File: src/rtl/norm_sched_pkg.sv
// Shared types for the time-shared normalization engine: FSM states,
// requester identifiers and the shift-amount width helper.
package norm_sched_pkg;

  typedef enum logic [1:0] {
    IDLE  = 2'd0,
    COUNT = 2'd1,
    SHIFT = 2'd2,
    DONE  = 2'd3
  } state_e;

  typedef logic req_id_t;

  localparam req_id_t REQ_A = 1'b0;
  localparam req_id_t REQ_B = 1'b1;

  // Leading-zero count / shift amount must hold the value N, hence M+1 bits.
  function automatic int shamt_width(input int m);
    return m + 1;
  endfunction

endpackage

File: src/rtl/leadingzero.sv
// Leading-zero counter: returns N for an all-zero input, otherwise the
// number of zero bits above the most significant one.
module leadingzero #(
  parameter int N = 64,
  parameter int M = 6
) (
  input  logic [N-1:0] in_i,
  output logic [M:0]   cnt_o
);

  localparam int W = M + 1;

  // Scan upward so the highest set bit has the final say.
  always_comb begin
    cnt_o = W'(N);
    for (int i = 0; i < N; i++) begin
      if (in_i[i]) begin
        cnt_o = W'(N - 1 - i);
      end else begin
        cnt_o = cnt_o;
      end
    end
  end

endmodule

File: src/rtl/norm_rr_arb.sv
// Two-way round-robin arbiter; priority passes to the other requester
// whenever a served operation completes.
module norm_rr_arb
  import norm_sched_pkg::*;
(
  input  logic    clk,
  input  logic    reset,
  input  logic    a_valid_i,
  input  logic    b_valid_i,
  input  logic    done_i,
  input  req_id_t done_id_i,
  output logic    gnt_a_o,
  output logic    gnt_b_o
);

  req_id_t prio_q;
  req_id_t prio_d;

  // Priority holder wins only when both request; a sole requester always wins.
  always_comb begin
    gnt_a_o = a_valid_i && (!b_valid_i || (prio_q == REQ_A));
    gnt_b_o = b_valid_i && (!a_valid_i || (prio_q == REQ_B));
    if (done_i) begin
      prio_d = (done_id_i == REQ_A) ? REQ_B : REQ_A;
    end else begin
      prio_d = prio_q;
    end
  end

  // Priority register.
  always_ff @(posedge clk) begin
    if (reset) begin
      prio_q <= REQ_A;
    end else begin
      prio_q <= prio_d;
    end
  end

endmodule

File: src/rtl/norm_sched.sv
// Time-shared normalizer: one LZC plus a STEP-bit-per-cycle left shifter
// serving two requesters. NORM_SCHED_BYPASS_EN skips the dummy SHIFT for lz==0.
module norm_sched
  import norm_sched_pkg::*;
#(
  parameter int N    = 64,
  parameter int M    = 6,
  parameter int STEP = 16
) (
  input  logic         clk,
  input  logic         reset,
  input  logic         a_valid,
  output logic         a_ready,
  input  logic [N-1:0] a_sig,
  input  logic         b_valid,
  output logic         b_ready,
  input  logic [N-1:0] b_sig,
  output logic         out_valid,
  input  logic         out_ready,
  output logic [N-1:0] out_sig,
  output logic [M:0]   out_shamt,
  output logic         out_zero,
  output logic         out_id,
  output logic         busy
);

  localparam int SW = shamt_width(M);
  localparam logic [SW-1:0] N_W    = SW'(N);
  localparam logic [SW-1:0] STEP_W = SW'(STEP);

  state_e         state_q, state_d;
  logic [N-1:0]   work_q, work_d;
  logic [SW-1:0]  rem_q, rem_d;
  logic [SW-1:0]  shamt_q, shamt_d;
  logic           zero_q, zero_d;
  req_id_t        id_q, id_d;
  logic           out_valid_q, out_valid_d;
  logic           busy_q, busy_d;
  logic [SW-1:0]  lz_s;
  logic [SW-1:0]  step_s;
  logic           gnt_a_s, gnt_b_s;
  logic           done_s;

  assign done_s = (state_q == DONE) && out_ready;

  leadingzero #(
    .N (N),
    .M (M)
  ) u_lzc (
    .in_i  (work_q),
    .cnt_o (lz_s)
  );

  norm_rr_arb u_arb (
    .clk       (clk),
    .reset     (reset),
    .a_valid_i (a_valid),
    .b_valid_i (b_valid),
    .done_i    (done_s),
    .done_id_i (id_q),
    .gnt_a_o   (gnt_a_s),
    .gnt_b_o   (gnt_b_s)
  );

  // Next-state, datapath and handshake decode.
  always_comb begin
    state_d = state_q;
    work_d  = work_q;
    rem_d   = rem_q;
    shamt_d = shamt_q;
    zero_d  = zero_q;
    id_d    = id_q;
    step_s  = '0;
    a_ready = 1'b0;
    b_ready = 1'b0;
    case (state_q)
      IDLE: begin
        if (gnt_a_s) begin
          a_ready = 1'b1;
          work_d  = a_sig;
          id_d    = REQ_A;
          zero_d  = 1'b0;
          shamt_d = '0;
          state_d = COUNT;
        end else if (gnt_b_s) begin
          b_ready = 1'b1;
          work_d  = b_sig;
          id_d    = REQ_B;
          zero_d  = 1'b0;
          shamt_d = '0;
          state_d = COUNT;
        end else begin
          state_d = IDLE;
        end
      end
      COUNT: begin
        rem_d   = lz_s;
        shamt_d = lz_s;
        if (lz_s == N_W) begin
          zero_d  = 1'b1;
          state_d = DONE;
        end else if (lz_s == '0) begin
`ifdef NORM_SCHED_BYPASS_EN
          state_d = DONE;
`else
          state_d = SHIFT;
`endif
        end else begin
          state_d = SHIFT;
        end
      end
      SHIFT: begin
        // step never exceeds rem, so rem cannot underflow
        step_s = (rem_q < STEP_W) ? rem_q : STEP_W;
        work_d = work_q << step_s;
        rem_d  = rem_q - step_s;
        if (rem_d == '0) begin
          state_d = DONE;
        end else begin
          state_d = SHIFT;
        end
      end
      DONE: begin
        if (out_ready) begin
          state_d = IDLE;
        end else begin
          state_d = DONE;
        end
      end
      default: begin
        state_d = IDLE;
      end
    endcase
    out_valid_d = (state_d == DONE);
    busy_d      = (state_d != IDLE);
  end

  // State and datapath registers.
  always_ff @(posedge clk) begin
    if (reset) begin
      state_q     <= IDLE;
      work_q      <= '0;
      rem_q       <= '0;
      shamt_q     <= '0;
      zero_q      <= 1'b0;
      id_q        <= REQ_A;
      out_valid_q <= 1'b0;
      busy_q      <= 1'b0;
    end else begin
      state_q     <= state_d;
      work_q      <= work_d;
      rem_q       <= rem_d;
      shamt_q     <= shamt_d;
      zero_q      <= zero_d;
      id_q        <= id_d;
      out_valid_q <= out_valid_d;
      busy_q      <= busy_d;
    end
  end

  assign out_valid = out_valid_q;
  assign out_sig   = work_q;
  assign out_shamt = shamt_q;
  assign out_zero  = zero_q;
  assign out_id    = id_q;
  assign busy      = busy_q;

endmodule

File: config.mk
export PLATFORM = sky130hd
export DESIGN_NAME = norm_sched
export DESIGN_NICKNAME = d
export VERILOG_FILES = /design/src/rtl/norm_sched_pkg.sv /design/src/rtl/leadingzero.sv /design/src/rtl/norm_rr_arb.sv /design/src/rtl/norm_sched.sv
export SDC_FILE = /design/constraint.sdc
export NUM_CORES = 1
export LEC_CHECK = 0
export CORE_MARGIN = 2
export CORE_UTILIZATION = 60
export CTS_CLUSTER_SIZE = 25
export DETAILED_ROUTE_END_ITERATION = 6
export DONT_BUFFER_PORTS = 1
export PLACE_DENSITY = 0.84
export SLEW_MARGIN = 20
export SYNTH_ARGS = -nofsm -noshare
export SYNTH_HDL_FRONTEND = slang
export SYNTH_SLANG_ARGS = --single-unit
File: constraint.sdc
create_clock -name clk -period 5.58 [get_ports clk]
set_input_delay 1.116 -clock clk [delete_from_list [all_inputs] [get_ports clk]]
set_output_delay 1.116 -clock clk [all_outputs]
set_load 0.005 [all_outputs]
Word level (Yosys, flattened, before mapping)
Cells that the tools add are included.

Register bits: 85. Input bits: 133. Output and inout port bits: 77. Word-level logic and storage cells: 128.

Add/sub/neg operators: 1. Order comparisons: 1. Equal/unequal tests: 7. Shift-type cells: 1. Muxes and demuxes: 90. Bitwise operators: 1. Reduce and logical (&&, ||, !) cells: 18.

Operators by type and width (count): $mux 7 (67); $mux 64 (2); $pmux 64 s2 (1); $shl 64x7->64 (1); $pmux 7 s2 (2); $mux 1 (15); $reduce_bool 2->1 (5); $pmux 2 s4 (1); $eq 7x7->1 const B (1); $logic_not 7->1 (1); $lt 7x5->1 const B (1); $sub 7x7->7 (1); $eq 2x2->1 const B (3); $reduce_and 2->1 (3); $logic_and 1x1->1 (3); $ne 3x3->1 const B (1); $reduce_and 3->1 (1); $eq 2x1->1 const B (1); $logic_not 1->1 (2); $logic_not 2->1 (1); $logic_or 1x1->1 (2); $mux 2 (1); $ne 2x2->1 const B (1); $pmux 1 s2 (1); $not 1->1 (1).

Depth between registers and ports, before layout
Gate-level depths: netlist of the first run.

Depth after elaboration: 68. Mapped depth: 13. Gate-level depth less buffers: 9.

By module
A second synthesis of the first run with hierarchy kept.

Cells, all modules: 1268. Area total of the unflattened synthesis: 9422.8 µm².

Modules (own cells, without submodules): norm_sched (times used 1, cells each 1115, area each 8508.2 µm², sequential area each 1681.6 µm²); leadingzero (times used 1, cells each 147, area each 859.6 µm², sequential area each 0.0 µm²); norm_rr_arb (times used 1, cells each 6, area each 55.1 µm², sequential area each 20.0 µm²).

Least setup slack after synthesis of the first run
No wires, ideal clock.

Path type: input -> output. Start: input port a_valid. End: output port a_ready. Arrival: 1.982 ns. Required time: 4.464 ns. Setup slack: 2.482 ns. Stages: 4. Buffers on the path: 1. Path through: a21boi_1 > clkbuf_1 > nand2_1 > inv_1.

Longest elaborated chain between the ends: 3.

RTL lines: from (decl) (line norm_sched.sv:12) `input logic a_valid,`; $logic_and 1x1->1 (line norm_rr_arb.sv:21) `gnt_a_o = a_valid_i && (!b_valid_i || (prio_q == REQ_A));`; $mux 1 (line norm_sched.sv:78) `if (gnt_a_s) begin`; $mux 1 (line norm_sched.sv:76) `case (state_q)`; to (decl) (line norm_sched.sv:13) `output logic a_ready,`.

Every way passes these cells.

Worst setup path after layout of the first run
Start: register rem_q[1]. End: register work_q[34], in the netlist out_sig[34].

Longest elaborated chain between the ends: 4.

RTL lines: from (decl) (line norm_sched.sv:33) `logic [SW-1:0] rem_q, rem_d;`; from (signal assigned) (line norm_sched.sv:152) `rem_q <= rem_d;`; $lt 7x5->1 (line norm_sched.sv:114) `step_s = (rem_q < STEP_W) ? rem_q : STEP_W;`; $mux 7 (*) (line norm_sched.sv:114); $shl 64x7->64 (*) (line norm_sched.sv:115) `work_d = work_q << step_s;`; $pmux 64 s2 (*) (line norm_sched.sv:76); to (signal assigned) (line norm_sched.sv:151) `work_q <= work_d;`; to (decl) (line norm_sched.sv:32) `logic [N-1:0] work_q, work_d;`.

Every way passes the cells marked *; elsewhere a longest branch is shown, timed or not. A chain may end at the register's enable or synchronous reset.

==> qor.yml, run 1 <==
clock_network:
  h-tree-depth: 3
  ctsHoldBuffers: 0
  tritoncts: "yes"
  clk_pin_slew_ps: 70
  ctsResizeCount: 0
  root_buffer: "clkbuf_16"
  cts_inserted_buffers: 9
  clock_latency_ps: 370
  cts.path.max_buffers: 2
  clkSinkCount: 85
  cts_setup_buffers: 0
grt:
  grt_pass1_vias: 9192
  antenna_found_initial: 0
  overflow: 0
  grt_max_degree: 76
  grt_pass1_wl_mm: 52.95
  grt_usage: 0.4551
sta:
  period_needed_ps: 3580
  slew_headroom: 0.3470
  fmax_ghz: 0.2793
  hold_viol_final: 0
  fin_setup_tns_ps: 0
  setup_violations: 0
  tightest_slew_ps: 979.5
  slew_violations: 0
  fin_crit_sh: 0.6417
  rsz0062_at_grt: "no"
  fin_skew_ps: 8.555
yosys:
  yosysWarnings: 0
  yosysSeqAreaShare: 0.1978
  synth-xor-area-share: 0.001018
  synthAdderAreaFrac: 0.007273
  synth_top_family_by_area: "compound AO/OA/AOI/OAI gates"
  synth_edf_count: 0
  synthArstFlopShare: 0
  syn-num-nets: 1382
  synthSimpleGateAreaFrac: 0.2529
  muxShareOfSynthArea: 0.1551
  syn_avg_cell_area_um2: 6.915
  ys_types: 76
  postSynthCellCount: 1244
  synth_compound_area_frac: 0.3100
  synth-main-ff-cell: "dfxtp_1"
  synth-seq-cells: 85
  synth_area_mm2: 0.008602
die:
  ios: 210
  die_h_um: 123.7
  die_w_um: 123.7
  row_count: 43
  die_area_mm2: 0.01531
  core_mm2: 0.01393
  initial_utilization: 0.6173
layout:
  diodes: 0
  layoutNonFillerInstCount: 1329
  nets: 1283
  drive_gt1_frac: 0.06876
  area_growth_pct: 2.109
  design_area_mm2: 0.008783
critical_path:
  ff2ff_path_depth: 8
  r2r-end: "out_sig[34]"
  timing.reg2reg.setup_slack_ps: 2000
  worstSetupPathType: "flip-flop to flip-flop"
  cp.required_ps: 5870
  crit_fanout: 41
  worstSetupEndpointType: "flip-flop"
  r2r-start: "rem_q[1]"
  crit_arrival_ps: 3870
  critPathLaunchType: "flip-flop"
hold_path:
  hp-start: "out_shamt[2]"
  worstHoldEndpoint: "out_shamt[2]"
  hp-class: "flip-flop to flip-flop"
  hold_path_depth: 2
place:
  dp.cells: 1313
  finalWeightedCongestion: 0.9922
  placed_area_mm2: 0.008458
  port_buffers: 0
  dp_hpwl_mm: 23.65
detailed_routing:
  first_pass_iters: 7
  ant_nets: 0
  drc: 3
  drt_iter0_drc: 1919
  wl_per_cell_um: 26.49
  vias_per_cell: 7.676
  finalWirelength_mm: 35.21
  dr_total_vias: 10200
outcome:
  status: "finished, violations left"
  violations: "design-rule violations"
run:
  drv_cap: 0
power:
  p_leak_nw: 3.437
  ir_drop_v: 0.0002248
  p_per_area_mw_per_mm2: 405.6
sequential cells by signal (all words and copies together), names as in the netlist:
register and count:
out_sig 64, out_shamt 7, rem_q 7, state_q 2, busy 1, out_id 1, out_valid 1, out_zero 1
u_arb.prio_q 1
per-stage QoR:
step	utilization	hold WS [ps]	total power, mW	worst slack [ps]
after global routing	0.6303	509.3	3.706	1889
after global placement	0.6070	461.1	2.781	2211
after CTS	0.6284	467.8	3.431	2140
after floorplan	-	448.3	2.303	2482
after detailed placement	0.6070	458.4	2.802	2154
final	0.6303	469.3	3.563	2000
where the power goes:
part,internal (mW),switching [mW],total (mW)
clock network,0.349,0.295,0.645
registers,0.708,0.343,1.05
logic,0.690,1.18,1.87
critical path, cell delays in order, from the launching register on:
cell and delay (ps):
dfxtp_1 750, or4b_2 950, buf_4 420, mux2i_1 230
mux2i_1 380, nor3_1 100, a221oi_2 230, nand3_1 140
a211oi_2 260
synthesized netlist by cell type (all sizes together) (28+ instances only):
| master | count | share of area |
|---|---|---|
| a211oi | 31 | 0.028 |
| a21oi | 97 | 0.057 |
| buf | 40 | 0.026 |
| clkbuf | 89 | 0.039 |
| dfxtp | 85 | 0.20 |
| mux2i | 108 | 0.13 |
| nand2 | 205 | 0.090 |
| nand3 | 30 | 0.018 |
| nor2 | 141 | 0.062 |
| nor3 | 31 | 0.020 |
| nor4 | 28 | 0.020 |
| o21ai | 76 | 0.045 |
cell type report:
class,instances,area (µm²)
multi-input cells,1006,6306
inverters,24,90.09
well taps,180,225.2
repair buffers,19,162.7
fillers,1285,5151
clock buffers,9,225.2
flip-flops and latches,85,1702
clock inverters,6,72.57
worst max path at each step:
| stage | from | end | slack, ps | depth (start not counted) |
|---|---|---|---|---|
| 2_1_floorplan | a_valid | a_ready | 2480 | 4 |
| 3_3_place_gp | rem_q[4] | out_sig[26] | 2210 | 8 |
| 3_5_place_dp | rem_q[1] | out_sig[34] | 2150 | 8 |
| 4_1_cts | rem_q[1] | out_sig[34] | 2140 | 8 |
| 5_1_grt | rem_q[1] | out_sig[34] | 1890 | 8 |
| 6_report | rem_q[1] | out_sig[34] | 2000 | 8 |
kinds of logic (layout without fill, tap and decap cells):
family          after synthesis  in the layout
flops                        85             85
other cells                   1              1
compound gates              396            396
fa+ha+maj                     5              5
simple gates                483            483
buf+inv                     153             58
mux                         120            120
xor+xnor                      1              1
cell usage in the layout, fill, tap and decap left out, types with 18 or more instances in the layout:
master and count:
nand2_1 204, nor2_1 140, mux2i_1 104, a21oi_1 96, dfxtp_1 85, o21ai_0 63, a211oi_1 30, nand3_1 29
nor3_1 28, nor4_1 28, o22ai_1 24, a311oi_1 23, inv_1 22, a22oi_1 20, o211ai_1 18, buf_4 18
metal layers:
metal  up-vias  global-route usage  wire length [µm]
li1       4414                   -                 -
met1      4591              0.5874             12740
met2       978              0.6641             14740
met3       219              0.1374              5315
met4         0              0.2756              2421
met5         -                   0                 0
(Power assumes the default switching activity.)
==> run 2, diff against run 1 <==
--- a/config.mk
+++ b/config.mk
@@ -5,12 +5,13 @@
 export SDC_FILE = /design/constraint.sdc
 export NUM_CORES = 1
 export LEC_CHECK = 0
+export ABC_AREA = 1
 export CORE_MARGIN = 2
-export CORE_UTILIZATION = 60
+export CORE_UTILIZATION = 59
 export CTS_CLUSTER_SIZE = 25
 export DETAILED_ROUTE_END_ITERATION = 6
 export DONT_BUFFER_PORTS = 1
-export PLACE_DENSITY = 0.84
+export PLACE_DENSITY = 0.86
 export SLEW_MARGIN = 20
 export SYNTH_ARGS = -nofsm -noshare
 export SYNTH_HDL_FRONTEND = slang
==> constraint.sdc (replaced) <==
create_clock -name clk -period 3.17 [get_ports clk]
set_input_delay 0.634 -clock clk [delete_from_list [all_inputs] [get_ports clk]]
set_output_delay 0.634 -clock clk [all_outputs]
set_load 0.005 [all_outputs]
==> qor.yml, run 2 <==
die:
  die_w_um: 121.4
  ios: 210
  core_mm2: 0.01335
  die_area_mm2: 0.01473
  row_count: 42
  die_h_um: 121.4
  initial_utilization: 0.6087
sta:
  worst_hold_slack_ps: 339.8
  tightest_slew_ps: 784.7
  fin_ws_ps: -734.7
  hold_viol_final: 0
  setup_violations: 2
  slew_violations: 0
  period_needed_ps: 3905
  fmax_ghz: 0.2561
  fin_crit_sh: 1.232
  rsz0062_at_grt: "yes"
  fin_skew_ps: 10.81
  slew_headroom: 0.4721
  fin_setup_tns_ps: -1390
layout:
  drive_gt1_frac: 0.1132
  mostFrequentLayoutCells: "nand2_1 (420), o21ai_0 (243), inv_1 (157)"
  multi_input_area_mm2: 0.005484
  post-route-util: 0.7051
  fillers: 1233
  nets: 1652
  layoutNonFillerInstCount: 1696
  regArea_mm2: 0.001709
  area_growth_pct: 15.83
  largest_reg_flops: 64
  layout_commonest_cell: "nand2_1"
place:
  port_buffers: 0
  dp_hpwl_mm: 26.82
  dp.cells: 1679
  finalWeightedCongestion: 1.086
power:
  clockPowerShare: 0.238
  p_leak_nw: 4.062
  combPwrFrac: 0.499
  ir_drop_v: 0.0003214
  sequentialPowerShare: 0.263
  p_sw_frac: 0.4548
  p_switching_mw: 2.354
  internal_power_mw: 2.822
  p_per_area_mw_per_mm2: 549.9
grt:
  grt_pass1_vias: 9586
  overflow: 0
  grt_pass1_wl_mm: 53.34
  grt_usage: 0.4738
  grt_max_degree: 69
  antenna_found_initial: 0
yosys:
  yosys-top-cells-count: "nand2_1 (422), o21ai_0 (249), inv_1 (158), nor2_1 (148), clkbuf_1 (94)"
  synth_edf_count: 0
  yosysWarnings: 0
  synth-main-ff-cell: "dfxtp_1"
  syn_avg_cell_area_um2: 5.494
  synth_top_cell_by_area: "dfxtp_1"
  synthTopCellsByArea: "dfxtp_1 (21%), nand2_1 (19%), o21ai_0 (15%)"
  syn-num-nets: 1617
  postSynthCellCount: 1479
  synth-seq-cells: 85
  synthArstFlopShare: 0
  synth_most_common_cell: "nand2_1"
  yosysSeqAreaShare: 0.2094
  ys_types: 40
  synth_area_mm2: 0.008125
  yosysTopAreaCellShare: 0.2094
outcome:
  status: "finished, violations left"
  violations: "negative setup slack"
critical_path:
  worstSetupPathType: "flip-flop to flip-flop"
  path_buf_inv: 1
  critPathLaunchType: "flip-flop"
  critPathTopFamily: "simple AND/OR/NAND/NOR gates"
  worstSetupEndpointType: "flip-flop"
  cp.required_ps: 3420
  slowest_delay_ps: 340
  crit_slowest_cell: "dfxtp_2"
  crit_arrival_ps: 4150
  crit_fanout: 2
  cpMostUsedCell: "nand2_1"
clock_network:
  h-tree-depth: 3
  cts_inserted_buffers: 9
  root_buffer: "clkbuf_16"
  clk_pin_slew_ps: 60
  clock_latency_ps: 360
  cts_setup_buffers: 0
  cts.path.max_buffers: 2
  clkSinkCount: 85
  tritoncts: "yes"
detailed_routing:
  wl_per_cell_um: 20.88
  first_pass_iters: 6
  drc: 0
  ant_nets: 0
  dr_total_vias: 10820
  vias_per_cell: 6.379
  drt_iter0_drc: 1333
  finalWirelength_mm: 35.42
run:
  drv_cap: 0
hold_path:
  hp-class: "input pin to flip-flop"
[run 2: kinds of logic after synthesis]
kind of cell,after synthesis,synth area share
simple gates,629,0.3032
compound gates,478,0.3399
buf+inv,269,0.1247
flops,85,0.2094
mux,11,0.01355
fa+ha+maj,5,0.007699
other cells,1,0.0004615
xor+xnor,1,0.001078
[run 2: timing repair]
action                     4_1_cts  5_1_grt
resized for setup                2       15
hold buffers                     0        0
setup endpoints to repair        3       45
cloned                           0        0
pin swaps                        4        0
[run 2: cell type report]
| cell class | instances | area share |
|---|---|---|
| inverter | 171 | 0.06847 |
| multi-input combinational | 1125 | 0.5827 |
| clock inverter | 5 | 0.008641 |
| tap | 176 | 0.02340 |
| timing repair buffer | 122 | 0.1079 |
| sequential | 85 | 0.1816 |
| antenna | 1 | 0.0002659 |
| clock buffer | 11 | 0.02699 |
[run 2: worst register-to-register path: cells and delay by family, from the launching register on]
family,cells,cell delay (ps)
and+or+nand+nor,65,3370
DFF,1,340
AOI/OAI and AO/OA,1,50
buffers and inverters,1,40
[run 2: final timing paths]
kind              slack (ps)  depth (start not counted)    startpoint            to
hold / removal           340                          1         reset      rem_q[0]
setup / recovery        -730                         67    out_sig[1]      rem_q[0]
setup reg to reg        -730                         67    out_sig[1]      rem_q[0]
hold reg to reg          480                          2  out_shamt[5]  out_shamt[5]
[run 2: metrics by stage]
| stage | power, mW | setup WS [ps] | cell area, µm² |
|---|---|---|---|
| 6_report | 5.176 | -734.7 | 9412 |
| 4_1_cts | 5.031 | -670.7 | 9368 |
| 2_1_floorplan | 2.809 | -142.6 | 8133 |
| 3_3_place_gp | 3.801 | -575.6 | 9030 |
| 5_1_grt | 5.446 | -1355 | 9409 |
| 3_5_place_dp | 3.818 | -646.6 | 9030 |
[run 2: per-layer routing]
layer / vias to the layer above / part of all wire / global-route usage
li1: 5010 / - / -
met1: 4833 / 0.37 / 0.5867
met2: 795 / 0.42 / 0.7072
met3: 181 / 0.14 / 0.1414
met4: 0 / 0.077 / 0.3154
met5: - / 0 / 0
[run 2: power by group through the flow]
stage               logic [mW]  clock network [mW]  registers (mW)
floorplan                 1.47                   0            1.34
global placement          2.43                   0            1.37
detailed placement        2.44                   0            1.38
CTS                       2.46                1.22            1.35
global route              2.80                1.27            1.37
finish                    2.58                1.23            1.36
==> run 3, diff against run 2 <==
==> constraint.sdc (replaced) <==
create_clock -name clk -period 3.17 [get_ports clk]
set_input_delay 0.634 -clock clk [delete_from_list [all_inputs] [get_ports clk]]
set_output_delay 0.634 -clock clk [all_outputs]
set_load 0.05 [all_outputs]
==> qor.yml, run 3 (synthesis results as in run 2) <==
critical_path:
  slowest_delay_ps: 340
  crit_arrival_ps: 4150
  crit_fanout: 2
  cp.required_ps: 3420
  critPathLaunchType: "flip-flop"
  crit_slowest_cell: "dfxtp_4"
  cpMostUsedCell: "nand2_1"
  worstSetupPathType: "flip-flop to flip-flop"
  path_buf_inv: 1
  worstSetupEndpointType: "flip-flop"
  critPathTopFamily: "simple AND/OR/NAND/NOR gates"
sta:
  hold_viol_final: 0
  fmax_ghz: 0.2567
  rsz0062_at_grt: "yes"
  slew_headroom: 0.5147
  setup_violations: 4
  fin_skew_ps: 12.52
  period_needed_ps: 3896
  tightest_slew_ps: 726.9
  fin_crit_sh: 1.229
  slew_violations: 0
  fin_ws_ps: -725.5
  worst_hold_slack_ps: 337.6
grt:
  antenna_found_initial: 0
  grt_max_degree: 65
  grt_pass1_vias: 9648
  grt_usage: 0.4745
  grt_pass1_wl_mm: 53.67
  overflow: 0
power:
  p_leak_nw: 4.116
  p_per_area_mw_per_mm2: 575.5
  finalPower_mw: 5.444
  ir_drop_v: 0.0003900
clock_network:
  root_buffer: "clkbuf_16"
  tritoncts: "yes"
  cts_inserted_buffers: 9
  cts.path.max_buffers: 2
  h-tree-depth: 3
  clk_pin_slew_ps: 60
  clkSinkCount: 85
  clock_latency_ps: 360
place:
  placed_area_mm2: 0.009082
  dp.cells: 1694
  port_buffers: 0
  dp_hpwl_mm: 27.38
  place_ws_ps: -675.9
  finalWeightedCongestion: 1.114
detailed_routing:
  wl_per_cell_um: 20.83
  ant_nets: 0
  drt_iter0_drc: 1500
  wl_met1_mm: 13.04
  finalWirelength_mm: 35.72
  dr_total_vias: 10940
  drc: 0
  wl_met3_mm: 4.597
  vias_per_cell: 6.380
  dr_wl_met2_mm: 15.39
  first_pass_iters: 6
  top_layer: "met4"
die:
  die_w_um: 121.4
  ios: 210
  row_count: 42
  die_h_um: 121.4
  core_mm2: 0.01335
  initial_utilization: 0.6087
  die_area_mm2: 0.01473
layout:
  layoutNonFillerInstCount: 1715
  design_area_mm2: 0.009460
  largest_reg_flops: 64
  layout_commonest_cell: "nand2_1"
  area_growth_pct: 16.43
  nets: 1671
  drive_gt1_frac: 0.1307
  mostFrequentLayoutCells: "nand2_1 (417), o21ai_0 (243), inv_1 (156)"
run:
  drv_cap: 0
outcome:
  violations: "negative setup slack"
  status: "finished, violations left"
hold_path:
  hp-class: "input pin to flip-flop"
-- run 3: cell type report --
type,instances,area [µm²]
Timing Repair Buffer,141,1085
Clock inverter,5,38.79
Inverter,171,645.6
Sequential cell,85,1724
Tap cell,176,220.2
Multi-Input combinational cell,1125,5480
Antenna cell,1,2.502
Clock buffer,11,264.0
Fill cell,1226,3887
-- run 3: worst reg2reg max path: cells and delay by family, from the launching register on --
| family | cells | cell delay [ps] |
|---|---|---|
| flip-flops | 1 | 340 |
| buffers and inverters | 1 | 40 |
| AND/OR/NAND/NOR | 65 | 3390 |
| AO/OA/AOI/OAI | 1 | 50 |
-- run 3: what timing repair did --
| action | CTS | global route |
|---|---|---|
| hold buffers | 0 | 0 |
| resized for setup | 2 | 17 |
| pin swaps | 1 | 1 |
| hold endpoints to repair | 0 | 0 |
| setup endpoints to repair | 4 | 31 |
| buffers inserted | 0 | 4 |
-- run 3: power breakdown --
part / leakage (nW) / internal (mW) / switching (mW)
Sequential: 0.707 / 1.19 / 0.207
Combinational: 3.26 / 0.894 / 2.04
Clock: 0.148 / 0.607 / 0.501
Total: 4.12 / 2.69 / 2.75
-- run 3: worst paths after layout --
kind / from / to / slack, ps / cells after the start
setup / recovery: out_sig[1] / rem_q[0] / -730 / 67
hold / removal: reset / rem_q[0] / 340 / 1
setup reg to reg: out_sig[1] / rem_q[0] / -730 / 67
hold reg to reg: rem_q[1] / rem_q[1] / 510 / 2
-- run 3: layer usage --
layer  vias up  track usage
li1       5057            -
met1      4863       0.5925
met2       843       0.7367
met3       178       0.1043
met4         0       0.3032
met5         -            0
-- run 3: metrics by stage --
stage	TNS, ps	utilization
floorplan	-707.8	-
global placement	-1220	0.6804
detailed placement	-1392	0.6804
CTS	-1376	0.7033
global route	-3729	0.7086
finish	-1493	0.7088
